### config.mk
export PLATFORM = sky130hd
export DESIGN_NAME = mlsu_mctrl_seq_flat
export DESIGN_NICKNAME = d
export VERILOG_FILES = /design/src/rtl/mlsu_mctrl_seq_if.sv /design/src/rtl/mlsu_mctrl_seq.sv /design/src/flat_wrapper.sv
export SDC_FILE = /design/constraint.sdc
export NUM_CORES = 1
export LEC_CHECK = 0
export ABC_CLOCK_PERIOD_IN_PS = 8600
export BUFFER_PORTS_ARGS = -buffer_cell sky130_fd_sc_hd__buf_4
export CAP_MARGIN = 0
export CORE_MARGIN = 2
export CORE_UTILIZATION = 50
export CTS_CLUSTER_DIAMETER = 100
export DETAILED_ROUTE_END_ITERATION = 12
export GPL_TIMING_DRIVEN = 0
export PLACE_DENSITY_LB_ADDON = 0.12
export SETUP_SLACK_MARGIN = 0.15
export SLEW_MARGIN = 20
export SYNTH_ARGS = -nofsm -noshare
export SYNTH_HDL_FRONTEND = slang
export SYNTH_SLANG_ARGS = --single-unit
### constraint.sdc
create_clock -name clock -period 8.6 [get_ports clock]
set_input_delay 0.86 -clock clock [delete_from_list [all_inputs] [get_ports clock]]
set_output_delay 0.86 -clock clock [all_outputs]
set_load 0.01 [all_outputs]
### src/rtl/mlsu_mctrl_seq_if.sv
// Command and beat-request bundle for the MLSU matrix control sequencer.
// The master side issues commands and consumes beats; the slave side is the sequencer.
interface mlsu_mctrl_seq_if #(
  parameter int AddrWidth = 64,
  parameter int MaxDim    = 64,
  parameter int NrLanes   = 4
);
  localparam int DimW   = $clog2(MaxDim + 1);
  localparam int IdxW   = $clog2(MaxDim * MaxDim + 1);
  localparam int NelemW = $clog2(NrLanes + 1);

  logic                 cmd_valid_i;
  logic                 cmd_ready_o;
  logic [AddrWidth-1:0] cmd_base_i;
  logic [AddrWidth-1:0] cmd_stride_i;
  logic [DimW-1:0]      cmd_rows_i;
  logic [DimW-1:0]      cmd_cols_i;
  logic [1:0]           cmd_eew_i;
  logic [3:0]           cmd_mode_i;

  logic                 req_valid_o;
  logic                 req_ready_i;
  logic [AddrWidth-1:0] req_addr_o;
  logic [IdxW-1:0]      req_row_o;
  logic [IdxW-1:0]      req_col_o;
  logic                 req_vert_o;
  logic [NelemW-1:0]    req_nelem_o;
  logic                 req_last_o;

  logic                 done_o;
  logic                 err_o;
  logic                 busy_o;

  modport master (
    output cmd_valid_i, cmd_base_i, cmd_stride_i, cmd_rows_i, cmd_cols_i, cmd_eew_i, cmd_mode_i,
    output req_ready_i,
    input  cmd_ready_o, req_valid_o, req_addr_o, req_row_o, req_col_o, req_vert_o,
    input  req_nelem_o, req_last_o, done_o, err_o, busy_o
  );

  modport slave (
    input  cmd_valid_i, cmd_base_i, cmd_stride_i, cmd_rows_i, cmd_cols_i, cmd_eew_i, cmd_mode_i,
    input  req_ready_i,
    output cmd_ready_o, req_valid_o, req_addr_o, req_row_o, req_col_o, req_vert_o,
    output req_nelem_o, req_last_o, done_o, err_o, busy_o
  );
endinterface

### src/rtl/mlsu_mctrl_seq.sv
// Mode-aware matrix tile sequencer: walks one load/store command and emits one
// memory beat (up to NrLanes elements) per cycle with byte address and tile coordinates.
module mlsu_mctrl_seq #(
  parameter int AddrWidth = 64,
  parameter int MaxDim    = 64,
  parameter int NrLanes   = 4,
  parameter int DimW      = $clog2(MaxDim + 1),
  parameter int IdxW      = $clog2(MaxDim * MaxDim + 1)
) (
  input logic              clock,
  input logic              reset,
  mlsu_mctrl_seq_if.slave  bus
);
  localparam int NelemW = $clog2(NrLanes + 1);

  typedef enum logic [1:0] {IDLE = 2'd0, RUN = 2'd1, DONE = 2'd2} state_e;

  function automatic logic is_onehot(input logic [3:0] m);
    return (m != 4'b0000) && ((m & (m - 4'b0001)) == 4'b0000);
  endfunction

  state_e               state_q, state_d;
  logic                 cmd_ready_q, cmd_ready_d;
  logic                 req_valid_q, req_valid_d;
  logic                 done_q, done_d;
  logic                 err_q, err_d;
  logic                 busy_q, busy_d;
  logic [3:0]           mode_q, mode_d;
  logic [1:0]           eew_q, eew_d;
  logic [AddrWidth-1:0] stride_q, stride_d;
  logic [AddrWidth-1:0] lbase_q, lbase_d;
  logic [AddrWidth-1:0] addr_q, addr_d;
  logic [IdxW-1:0]      len_q, len_d;
  logic [DimW-1:0]      ocnt_q, ocnt_d;
  logic [IdxW-1:0]      i_q, i_d;
  logic [DimW-1:0]      o_q, o_d;
  logic [NelemW-1:0]    nelem_q, nelem_d;
  logic                 last_q, last_d;
  logic [IdxW-1:0]      row_q, row_d;
  logic [IdxW-1:0]      col_q, col_d;
  logic                 vert_q, vert_d;

  logic                 beat_upd_s;
  logic                 endl_s;
  logic [IdxW-1:0]      rem_s;
  logic [NelemW-1:0]    nelem_s;

  // Next-state, index stepping and next-beat attribute computation
  always_comb begin
    state_d     = state_q;
    cmd_ready_d = cmd_ready_q;
    req_valid_d = req_valid_q;
    done_d      = 1'b0;
    err_d       = 1'b0;
    busy_d      = busy_q;
    mode_d      = mode_q;
    eew_d       = eew_q;
    stride_d    = stride_q;
    lbase_d     = lbase_q;
    addr_d      = addr_q;
    len_d       = len_q;
    ocnt_d      = ocnt_q;
    i_d         = i_q;
    o_d         = o_q;
    nelem_d     = nelem_q;
    last_d      = last_q;
    row_d       = row_q;
    col_d       = col_q;
    vert_d      = vert_q;
    beat_upd_s  = 1'b0;
    endl_s      = ((i_q + IdxW'(nelem_q)) == len_q);

    case (state_q)
      IDLE: begin
        if (bus.cmd_valid_i) begin
          mode_d   = bus.cmd_mode_i;
          eew_d    = bus.cmd_eew_i;
          stride_d = bus.cmd_stride_i;
          lbase_d  = bus.cmd_base_i;
          addr_d   = bus.cmd_base_i;
          i_d      = {IdxW{1'b0}};
          o_d      = {DimW{1'b0}};
          // Reshape flattens the tile into a single line; stride is unused
          if (bus.cmd_mode_i[3]) begin
            len_d  = IdxW'(bus.cmd_rows_i) * IdxW'(bus.cmd_cols_i);
            ocnt_d = DimW'(1);
          end else if (bus.cmd_mode_i[1]) begin
            len_d  = IdxW'(bus.cmd_rows_i);
            ocnt_d = bus.cmd_cols_i;
          end else begin
            len_d  = IdxW'(bus.cmd_cols_i);
            ocnt_d = bus.cmd_rows_i;
          end
          if (!is_onehot(bus.cmd_mode_i)) begin
            err_d = 1'b1;
          end else if ((bus.cmd_rows_i == {DimW{1'b0}}) || (bus.cmd_cols_i == {DimW{1'b0}})) begin
            state_d     = DONE;
            cmd_ready_d = 1'b0;
            busy_d      = 1'b1;
            done_d      = 1'b1;
          end else begin
            state_d     = RUN;
            cmd_ready_d = 1'b0;
            busy_d      = 1'b1;
            req_valid_d = 1'b1;
            beat_upd_s  = 1'b1;
          end
        end else begin
          state_d = IDLE;
        end
      end
      RUN: begin
        if (bus.req_ready_i) begin
          if (last_q) begin
            state_d     = DONE;
            req_valid_d = 1'b0;
            done_d      = 1'b1;
          end else if (endl_s) begin
            beat_upd_s = 1'b1;
            i_d        = {IdxW{1'b0}};
            o_d        = o_q + DimW'(1);
            lbase_d    = lbase_q + stride_q;
            addr_d     = lbase_q + stride_q;
          end else begin
            beat_upd_s = 1'b1;
            i_d        = i_q + IdxW'(NrLanes);
            addr_d     = addr_q + (AddrWidth'(NrLanes) << eew_q);
          end
        end else begin
          state_d = RUN;
        end
      end
      DONE: begin
        state_d     = IDLE;
        cmd_ready_d = 1'b1;
        busy_d      = 1'b0;
      end
      default: begin
        state_d     = IDLE;
        cmd_ready_d = 1'b1;
        req_valid_d = 1'b0;
        busy_d      = 1'b0;
      end
    endcase

    rem_s = len_d - i_d;
    if (rem_s >= IdxW'(NrLanes)) begin
      nelem_s = NelemW'(NrLanes);
    end else begin
      nelem_s = rem_s[NelemW-1:0];
    end

    if (beat_upd_s) begin
      nelem_d = nelem_s;
      last_d  = (o_d == (ocnt_d - DimW'(1))) && ((i_d + IdxW'(nelem_s)) == len_d);
      case (mode_d)
        4'b0001: begin row_d = IdxW'(o_d);   col_d = i_d;         vert_d = 1'b0; end
        4'b0010: begin row_d = i_d;          col_d = IdxW'(o_d);  vert_d = 1'b1; end
        4'b0100: begin row_d = i_d;          col_d = IdxW'(o_d);  vert_d = 1'b1; end
        4'b1000: begin row_d = {IdxW{1'b0}}; col_d = i_d;         vert_d = 1'b0; end
        default: begin row_d = {IdxW{1'b0}}; col_d = {IdxW{1'b0}}; vert_d = 1'b0; end
      endcase
    end else begin
      nelem_d = nelem_q;
      last_d  = last_q;
      row_d   = row_q;
      col_d   = col_q;
      vert_d  = vert_q;
    end
  end

  // State and output registers with synchronous reset
  always_ff @(posedge clock) begin
    if (reset) begin
      state_q     <= IDLE;
      cmd_ready_q <= 1'b1;
      req_valid_q <= 1'b0;
      done_q      <= 1'b0;
      err_q       <= 1'b0;
      busy_q      <= 1'b0;
      mode_q      <= 4'b0000;
      eew_q       <= 2'b00;
      stride_q    <= {AddrWidth{1'b0}};
      lbase_q     <= {AddrWidth{1'b0}};
      addr_q      <= {AddrWidth{1'b0}};
      len_q       <= {IdxW{1'b0}};
      ocnt_q      <= {DimW{1'b0}};
      i_q         <= {IdxW{1'b0}};
      o_q         <= {DimW{1'b0}};
      nelem_q     <= {NelemW{1'b0}};
      last_q      <= 1'b0;
      row_q       <= {IdxW{1'b0}};
      col_q       <= {IdxW{1'b0}};
      vert_q      <= 1'b0;
    end else begin
      state_q     <= state_d;
      cmd_ready_q <= cmd_ready_d;
      req_valid_q <= req_valid_d;
      done_q      <= done_d;
      err_q       <= err_d;
      busy_q      <= busy_d;
      mode_q      <= mode_d;
      eew_q       <= eew_d;
      stride_q    <= stride_d;
      lbase_q     <= lbase_d;
      addr_q      <= addr_d;
      len_q       <= len_d;
      ocnt_q      <= ocnt_d;
      i_q         <= i_d;
      o_q         <= o_d;
      nelem_q     <= nelem_d;
      last_q      <= last_d;
      row_q       <= row_d;
      col_q       <= col_d;
      vert_q      <= vert_d;
    end
  end

  assign bus.cmd_ready_o = cmd_ready_q;
  assign bus.req_valid_o = req_valid_q;
  assign bus.req_addr_o  = addr_q;
  assign bus.req_row_o   = row_q;
  assign bus.req_col_o   = col_q;
  assign bus.req_vert_o  = vert_q;
  assign bus.req_nelem_o = nelem_q;
  assign bus.req_last_o  = last_q;
  assign bus.done_o      = done_q;
  assign bus.err_o       = err_q;
  assign bus.busy_o      = busy_q;
endmodule

### src/flat_wrapper.sv
// flat-port wrapper written by rule: the top's interface ports become plain ports
module mlsu_mctrl_seq_flat 
#(
  parameter int AddrWidth = 64,
  parameter int MaxDim    = 64,
  parameter int NrLanes   = 4,
  parameter int DimW      = $clog2(MaxDim + 1),
  parameter int IdxW      = $clog2(MaxDim * MaxDim + 1)
)
  (clock, reset, bus_cmd_valid_i, bus_cmd_base_i, bus_cmd_stride_i, bus_cmd_rows_i, bus_cmd_cols_i, bus_cmd_eew_i, bus_cmd_mode_i, bus_req_ready_i, bus_cmd_ready_o, bus_req_valid_o, bus_req_addr_o, bus_req_row_o, bus_req_col_o, bus_req_vert_o, bus_req_nelem_o, bus_req_last_o, bus_done_o, bus_err_o, bus_busy_o);
  mlsu_mctrl_seq_if #(.AddrWidth(AddrWidth), .MaxDim(MaxDim), .NrLanes(NrLanes)) bus_i ();
  input logic clock;
  input logic reset;
  input wire logic [$bits(bus_i.cmd_valid_i)-1:0] bus_cmd_valid_i;
  input wire logic [$bits(bus_i.cmd_base_i)-1:0] bus_cmd_base_i;
  input wire logic [$bits(bus_i.cmd_stride_i)-1:0] bus_cmd_stride_i;
  input wire logic [$bits(bus_i.cmd_rows_i)-1:0] bus_cmd_rows_i;
  input wire logic [$bits(bus_i.cmd_cols_i)-1:0] bus_cmd_cols_i;
  input wire logic [$bits(bus_i.cmd_eew_i)-1:0] bus_cmd_eew_i;
  input wire logic [$bits(bus_i.cmd_mode_i)-1:0] bus_cmd_mode_i;
  input wire logic [$bits(bus_i.req_ready_i)-1:0] bus_req_ready_i;
  output wire logic [$bits(bus_i.cmd_ready_o)-1:0] bus_cmd_ready_o;
  output wire logic [$bits(bus_i.req_valid_o)-1:0] bus_req_valid_o;
  output wire logic [$bits(bus_i.req_addr_o)-1:0] bus_req_addr_o;
  output wire logic [$bits(bus_i.req_row_o)-1:0] bus_req_row_o;
  output wire logic [$bits(bus_i.req_col_o)-1:0] bus_req_col_o;
  output wire logic [$bits(bus_i.req_vert_o)-1:0] bus_req_vert_o;
  output wire logic [$bits(bus_i.req_nelem_o)-1:0] bus_req_nelem_o;
  output wire logic [$bits(bus_i.req_last_o)-1:0] bus_req_last_o;
  output wire logic [$bits(bus_i.done_o)-1:0] bus_done_o;
  output wire logic [$bits(bus_i.err_o)-1:0] bus_err_o;
  output wire logic [$bits(bus_i.busy_o)-1:0] bus_busy_o;
  assign bus_i.cmd_valid_i = bus_cmd_valid_i;
  assign bus_i.cmd_base_i = bus_cmd_base_i;
  assign bus_i.cmd_stride_i = bus_cmd_stride_i;
  assign bus_i.cmd_rows_i = bus_cmd_rows_i;
  assign bus_i.cmd_cols_i = bus_cmd_cols_i;
  assign bus_i.cmd_eew_i = bus_cmd_eew_i;
  assign bus_i.cmd_mode_i = bus_cmd_mode_i;
  assign bus_i.req_ready_i = bus_req_ready_i;
  assign bus_cmd_ready_o = bus_i.cmd_ready_o;
  assign bus_req_valid_o = bus_i.req_valid_o;
  assign bus_req_addr_o = bus_i.req_addr_o;
  assign bus_req_row_o = bus_i.req_row_o;
  assign bus_req_col_o = bus_i.req_col_o;
  assign bus_req_vert_o = bus_i.req_vert_o;
  assign bus_req_nelem_o = bus_i.req_nelem_o;
  assign bus_req_last_o = bus_i.req_last_o;
  assign bus_done_o = bus_i.done_o;
  assign bus_err_o = bus_i.err_o;
  assign bus_busy_o = bus_i.busy_o;
  mlsu_mctrl_seq #(.AddrWidth(AddrWidth), .MaxDim(MaxDim), .NrLanes(NrLanes), .DimW(DimW), .IdxW(IdxW)) u_core (.clock(clock), .reset(reset), .bus(bus_i));
endmodule
== After elaboration in Yosys (flattened, before gate mapping) ==
Cells that the tools add are included.
Word-level totals
  word-level logic and storage cells: 137
  input port bits: 152
  register bits after elaboration: 276
Cells by class
  multiplexer cells: 64
  eq/ne operators: 18
  bitwise logic cells: 5
  magnitude comparators: 1
  add/subtract/negate cells: 9
  multiply operators: 1
  shift operators: 1
  reductions and logical operators: 18
Operator list (count)
  $mux 64: 7
  $pmux 64 s2: 2
  $add 64x64->64: 2
  $mux 13: 7
  $pmux 13 s2: 3
  $shl 3x2->64 const A: 1
  $mux 7: 9
  $add 13x3->13: 2
  $eq 13x13->1: 2
  $mux 1: 21
  $logic_not 7->1: 2
  $pmux 7 s2: 1
  $add 13x3->13 const B: 1
  $ge 13x3->1 const B: 1
  $mul 7x7->13: 1
  $sub 13x13->13: 1
  $mux 2: 5
  $mux 4: 2
  $ne 2x2->1 const B: 4
  $pmux 1 s2: 4
  $add 7x1->7 const B: 1
  $eq 7x7->1: 1
  $sub 7x1->7 const B: 1
  $ne 2x1->1 const B: 3
  26 further kinds: 33

== Depth between registers and ports, before layout ==
  depth after elaboration: 12
  mapped depth: 39

== Worst setup path before layout ==
Ideal clock, no wire load.
  kind: input to register
  from: input bus_cmd_cols_i[6]
  to: register u_core.last_q, in the netlist u_core.bus.req_last_o
  arrival time: 8.524 ns
  cell stages on the path: 38
  slack: 0.001 ns
  cells stage by stage: clkbuf_1 > nand2_1 > fa_1 > fa_1 > inv_1 > fa_1 > inv_1 > fa_1 > inv_1 > ha_1 > a21o_1 > nand2_1 > nand3_1 > nand2_1 > xnor2_1 > and3_1 > a21oi_1 > inv_1 > [... 2 more ...] > o21ai_0 > and3_1 > nand2_1 > or3_1 > nor4_1 > nand3_1 > nor3_1 > fa_1 > a21oi_1 > inv_1 > nand3_1 > nor4_1 > xnor2_1 > o211ai_1 > a2111oi_0 > o211ai_1 > a221o_1 > a22oi_2
On the way
  longest elaborated chain between the ends: 10
  elaborated cells on any way between the ends: 23
RTL lines
  start, declared: RTL line flat_wrapper.sv:18  | input wire logic [$bits(bus_i.cmd_cols_i)-1:0] bus_cmd_cols_i;
  $mul 7x7->13: RTL line mlsu_mctrl_seq.sv:85  | len_d = IdxW'(bus.cmd_rows_i) * IdxW'(bus.cmd_cols_i);
  $mux 13: RTL line mlsu_mctrl_seq.sv:84  | if (bus.cmd_mode_i[3]) begin
  $mux 13: RTL line mlsu_mctrl_seq.sv:75  | if (bus.cmd_valid_i) begin
  $mux 13: RTL line mlsu_mctrl_seq.sv:73  | case (state_q)
  net u_core.len_d[10]: RTL line mlsu_mctrl_seq.sv:33  | logic [IdxW-1:0] len_q, len_d;
  $sub 13x13->13: RTL line mlsu_mctrl_seq.sv:146  | rem_s = len_d - i_d;
  $ge 13x3->1: RTL line mlsu_mctrl_seq.sv:147  | if (rem_s >= IdxW'(NrLanes)) begin
  $mux 3: RTL line mlsu_mctrl_seq.sv:147
  net u_core.nelem_s[2]: RTL line mlsu_mctrl_seq.sv:46  | logic [NelemW-1:0] nelem_s;
  $add 13x3->13: RTL line mlsu_mctrl_seq.sv:155  | last_d = (o_d == (ocnt_d - DimW'(1))) && ((i_d + IdxW'(nelem_s)) == len_d);
  $eq 13x13->1: RTL line mlsu_mctrl_seq.sv:155
  $logic_and 1x1->1: RTL line mlsu_mctrl_seq.sv:155
  end signal, assigned: RTL line mlsu_mctrl_seq.sv:212  | last_q <= last_d;
  end, declared: RTL line mlsu_mctrl_seq.sv:38  | logic last_q, last_d;
The timed path passes the listed nets, and every way through them passes these cells.
A chain may end at the register's enable or synchronous reset.

== Final worst setup path ==
  from: input bus_cmd_cols_i[1]
  to: register u_core.last_q, in the netlist u_core.bus.req_last_o
Same word-level chain as after synthesis.

==> flow_metrics.tcl <==
set metrics [dict create \
    multi_input_comb_area_mm2 0.0141 \
    setup_violations 0 \
    clock_sinks 276 \
    port_buffers 240 \
    rrSetupSlack_ns 0.15 \
    start_util 0.507 \
    grt_pass1_vias 20385 \
    p_per_area_mw_per_mm2 217 \
    clk_pin_slew_worst_paths_ns 0.06 \
    clk_latency_ns 0.57 \
    grt.overflow.total 0 \
    syn_area_mm2 0.0201 \
    synthFlopType "dfxtp_1" \
    leakage_nw 10.5 \
    cts-root-buf "clkbuf_16" \
    grt_antenna_before_repair 0 \
    std_cell_rows 73 \
    routed_via_density 6.38 \
    placed_cell_area_mm2 0.0226 \
    synth_seq_area_share 0.274 \
    ir_drop_uv 135 \
    ys_ff_latch 276 \
    arrival_ns 8.98 \
    drt-total-wl_um 84800 \
    critPathLaunchType "primary input" \
    dp_cells 3409 \
    syn_inst 2643 \
    hold_end "u_core.bus.req_vert_o" \
    netlist-cell-type-count 89 \
    core-area_mm2 0.0397 \
    wl_met2_um 34700 \
    avgSynthCellArea_um2 7.62 \
    synth-edff-count 0 \
    finalInstanceArea_mm2 0.0246 \
    tritoncts "yes" \
    seqCellArea_mm2 0.00553 \
    period_needed_ns 8.49 \
    holdBufCountCts 0 \
    final_cell_mix "395 x nand2_1, 276 x dfxtp_1, 271 x buf_4" \
    synthArstFlopShare 0 \
    stdcell_count 3499 \
    grt_pass1_wl_um 124000 \
    tightest_slew_ns 1.19 \
    power_mw 5.33 \
    cts.path.max_buffers 3 \
    worstReg2RegStart "u_core.i_q[2]" \
    htree_levels 2 \
    dp_worst_setup_slack_ns -1.63 \
    vias 22339 \
    maxCapViolations 0 \
    drcViolationCount 0 \
    grt_usage 0.390 \
    antenna_left 0 \
    first_pass_iters 6 \
    final.period_utilization 0.987 \
    cp_max_fo 10 \
    wl_per_cell_um 24.2 \
    fin_worst_skew_ns 0.0244 \
    drive_above_1_share 0.156 \
    status "finished, final reports clean" \
    min_path_cells 2 \
    crit_required_ns 9.09 \
    reg2reg_to "u_core.bus.req_last_o" \
    fp.dieW_um 205 \
    fin_tns_setup_ns 0 \
    nFillCells 3546 \
    rsz0062_at_grt "yes" \
    post-dp-hpwl_um 63400 \
    cp.buffers_inverters 4 \
    wl_met3_um 10800 \
    place.gp.congestion 0.984 \
    grt_max_degree 14 \
    hold_violations 0 \
    topRoutingLayerUsed "met4" \
    worstHoldStart "u_core.bus.req_vert_o" \
    slowest_stage "fa_1" \
    dieArea_mm2 0.0419 \
    endpoint_kind "register" \
    finalMaxSlewViolations 0 \
    max_freq_mhz 118 \
    syn-num-nets 2939 \
    rr_worst_depth 29 \
    setup_ws_ns 0.115 \
    m1WireLength_um 35900 \
    slew_headroom 0.207 \
    layout_commonest_cell "nand2_1" \
    critPathKind "primary input to register" \
    die_h_um 205 \
    cpMostUsedCell "fa_1" \
    ios 252 \
    diodes 0 \
    hp-class "register to register" \
    synthToLayoutAreaGrowth_pct 22.0 \
    drt_iter0_drc 2441 \
    numCtsBuffers 35 \
    yosys_warnings 0 \
    critPathTopFamily "adder cells" \
    slowest_delay_ns 0.52 \
    final_nets 3245 \
]
power breakdown:
part | switching (mW) | internal, mW | leakage, nW | total (mW)
registers | 0.136 | 1.39 | 2.27 | 1.53
clock network | 0.633 | 1.01 | 0.624 | 1.64
logic | 1.35 | 0.819 | 7.60 | 2.16
total | 2.11 | 3.22 | 10.5 | 5.33
cell usage after synthesis (all sizes together), types with 39 or more instances:
cell type / n / area [µm²]
clkbuf: 143 / 537
a21o: 71 / 533
a311oi: 71 / 622
ha: 116 / 1450
dfxtp: 276 / 5530
a21oi: 235 / 1180
nand2: 400 / 1500
and2: 57 / 357
inv: 83 / 312
nand3: 65 / 325
xor2: 63 / 552
xnor2: 104 / 911
nor2: 244 / 921
o211ai: 51 / 397
nor3: 70 / 350
a211oi: 39 / 310
o21ai: 102 / 514
layer usage:
layer | vias up | GRT usage
met5 | - | 0
met4 | 0 | 0.141
met3 | 222 | 0.0961
met1 | 10631 | 0.559
li1 | 10109 | -
met2 | 1377 | 0.562
tightest hold or removal path, delay by kind of cell (launching register included):
family / cells / cell delay (ns)
DFF: 1 / 0.30
and+or+nand+nor: 2 / 0.09
kinds of logic (layout without fill, tap and decap cells):
| family | count (synthesis) | in the layout | share of synthesized area |
|---|---|---|---|
| AO/OA/AOI/OAI | 750 | 750 | 0.255 |
| AND/OR/NAND/NOR | 1027 | 1027 | 0.236 |
| multiplexers | 29 | 29 | 0.0148 |
| flip-flops | 276 | 276 | 0.274 |
| XOR/XNOR | 167 | 167 | 0.0726 |
| adder cells (fa/ha/maj) | 144 | 144 | 0.0999 |
| buffers and inverters | 250 | 581 | 0.0474 |
state kept, by name, summed over array words and instances, names as in the netlist:
| name | flops |
|---|---|
| u_core.bus.req_addr_o | 64 |
| u_core.lbase_q | 64 |
| u_core.stride_q | 64 |
| u_core.bus.req_col_o | 13 |
| u_core.bus.req_row_o | 13 |
| u_core.i_q | 13 |
| u_core.len_q | 13 |
| u_core.o_q | 7 |
| u_core.ocnt_q | 7 |
| u_core.mode_q | 4 |
| u_core.bus.req_nelem_o | 3 |
| u_core.eew_q | 2 |
| u_core.state_q | 2 |
| u_core.bus.busy_o | 1 |
| u_core.bus.cmd_ready_o | 1 |
| u_core.bus.done_o | 1 |
| u_core.bus.err_o | 1 |
| u_core.bus.req_last_o | 1 |
| u_core.bus.req_valid_o | 1 |
| u_core.bus.req_vert_o | 1 |
per-stage QoR:
stage | hold slack, ns | util
after global routing | 0.487 | 0.619
after global placement | 0.435 | 0.569
after detailed placement | 0.440 | 0.570
after floorplan | 0.440 | -
final | 0.443 | 0.619
after CTS | 0.447 | 0.608
what timing repair did:
action | CTS | global route
resized for setup | 45 | 91
endpoints found under the setup margin | 1 | 1
buffers inserted | 11 | 17
pin swaps | 18 | 38
hold endpoints to repair | 0 | 0
worst max path at each step:
stage | start | to | slack [ns] | depth (start not counted)
2_1_floorplan | bus_cmd_rows_i[3] | u_core.bus.req_last_o | 0.18 | 38
3_3_place_gp | bus_cmd_rows_i[2] | u_core.bus.req_last_o | -1.58 | 35
3_5_place_dp | bus_cmd_rows_i[2] | u_core.bus.req_last_o | -1.63 | 35
4_1_cts | bus_cmd_rows_i[3] | u_core.bus.req_last_o | 0.20 | 36
5_1_grt | bus_cmd_rows_i[4] | u_core.bus.req_last_o | -0.19 | 38
6_report | bus_cmd_cols_i[1] | u_core.bus.req_last_o | 0.11 | 35
final cells by class:
class,count,share of cell area
multi-input combinational,2117,0.573
sequential,276,0.225
timing repair buffer,269,0.0828
clock buffer,50,0.0433
buffer,167,0.0287
tap,525,0.0267
inverter,83,0.0127
clock inverter,12,0.00769
No activity file was read; power rests on OpenSTA's default activity.
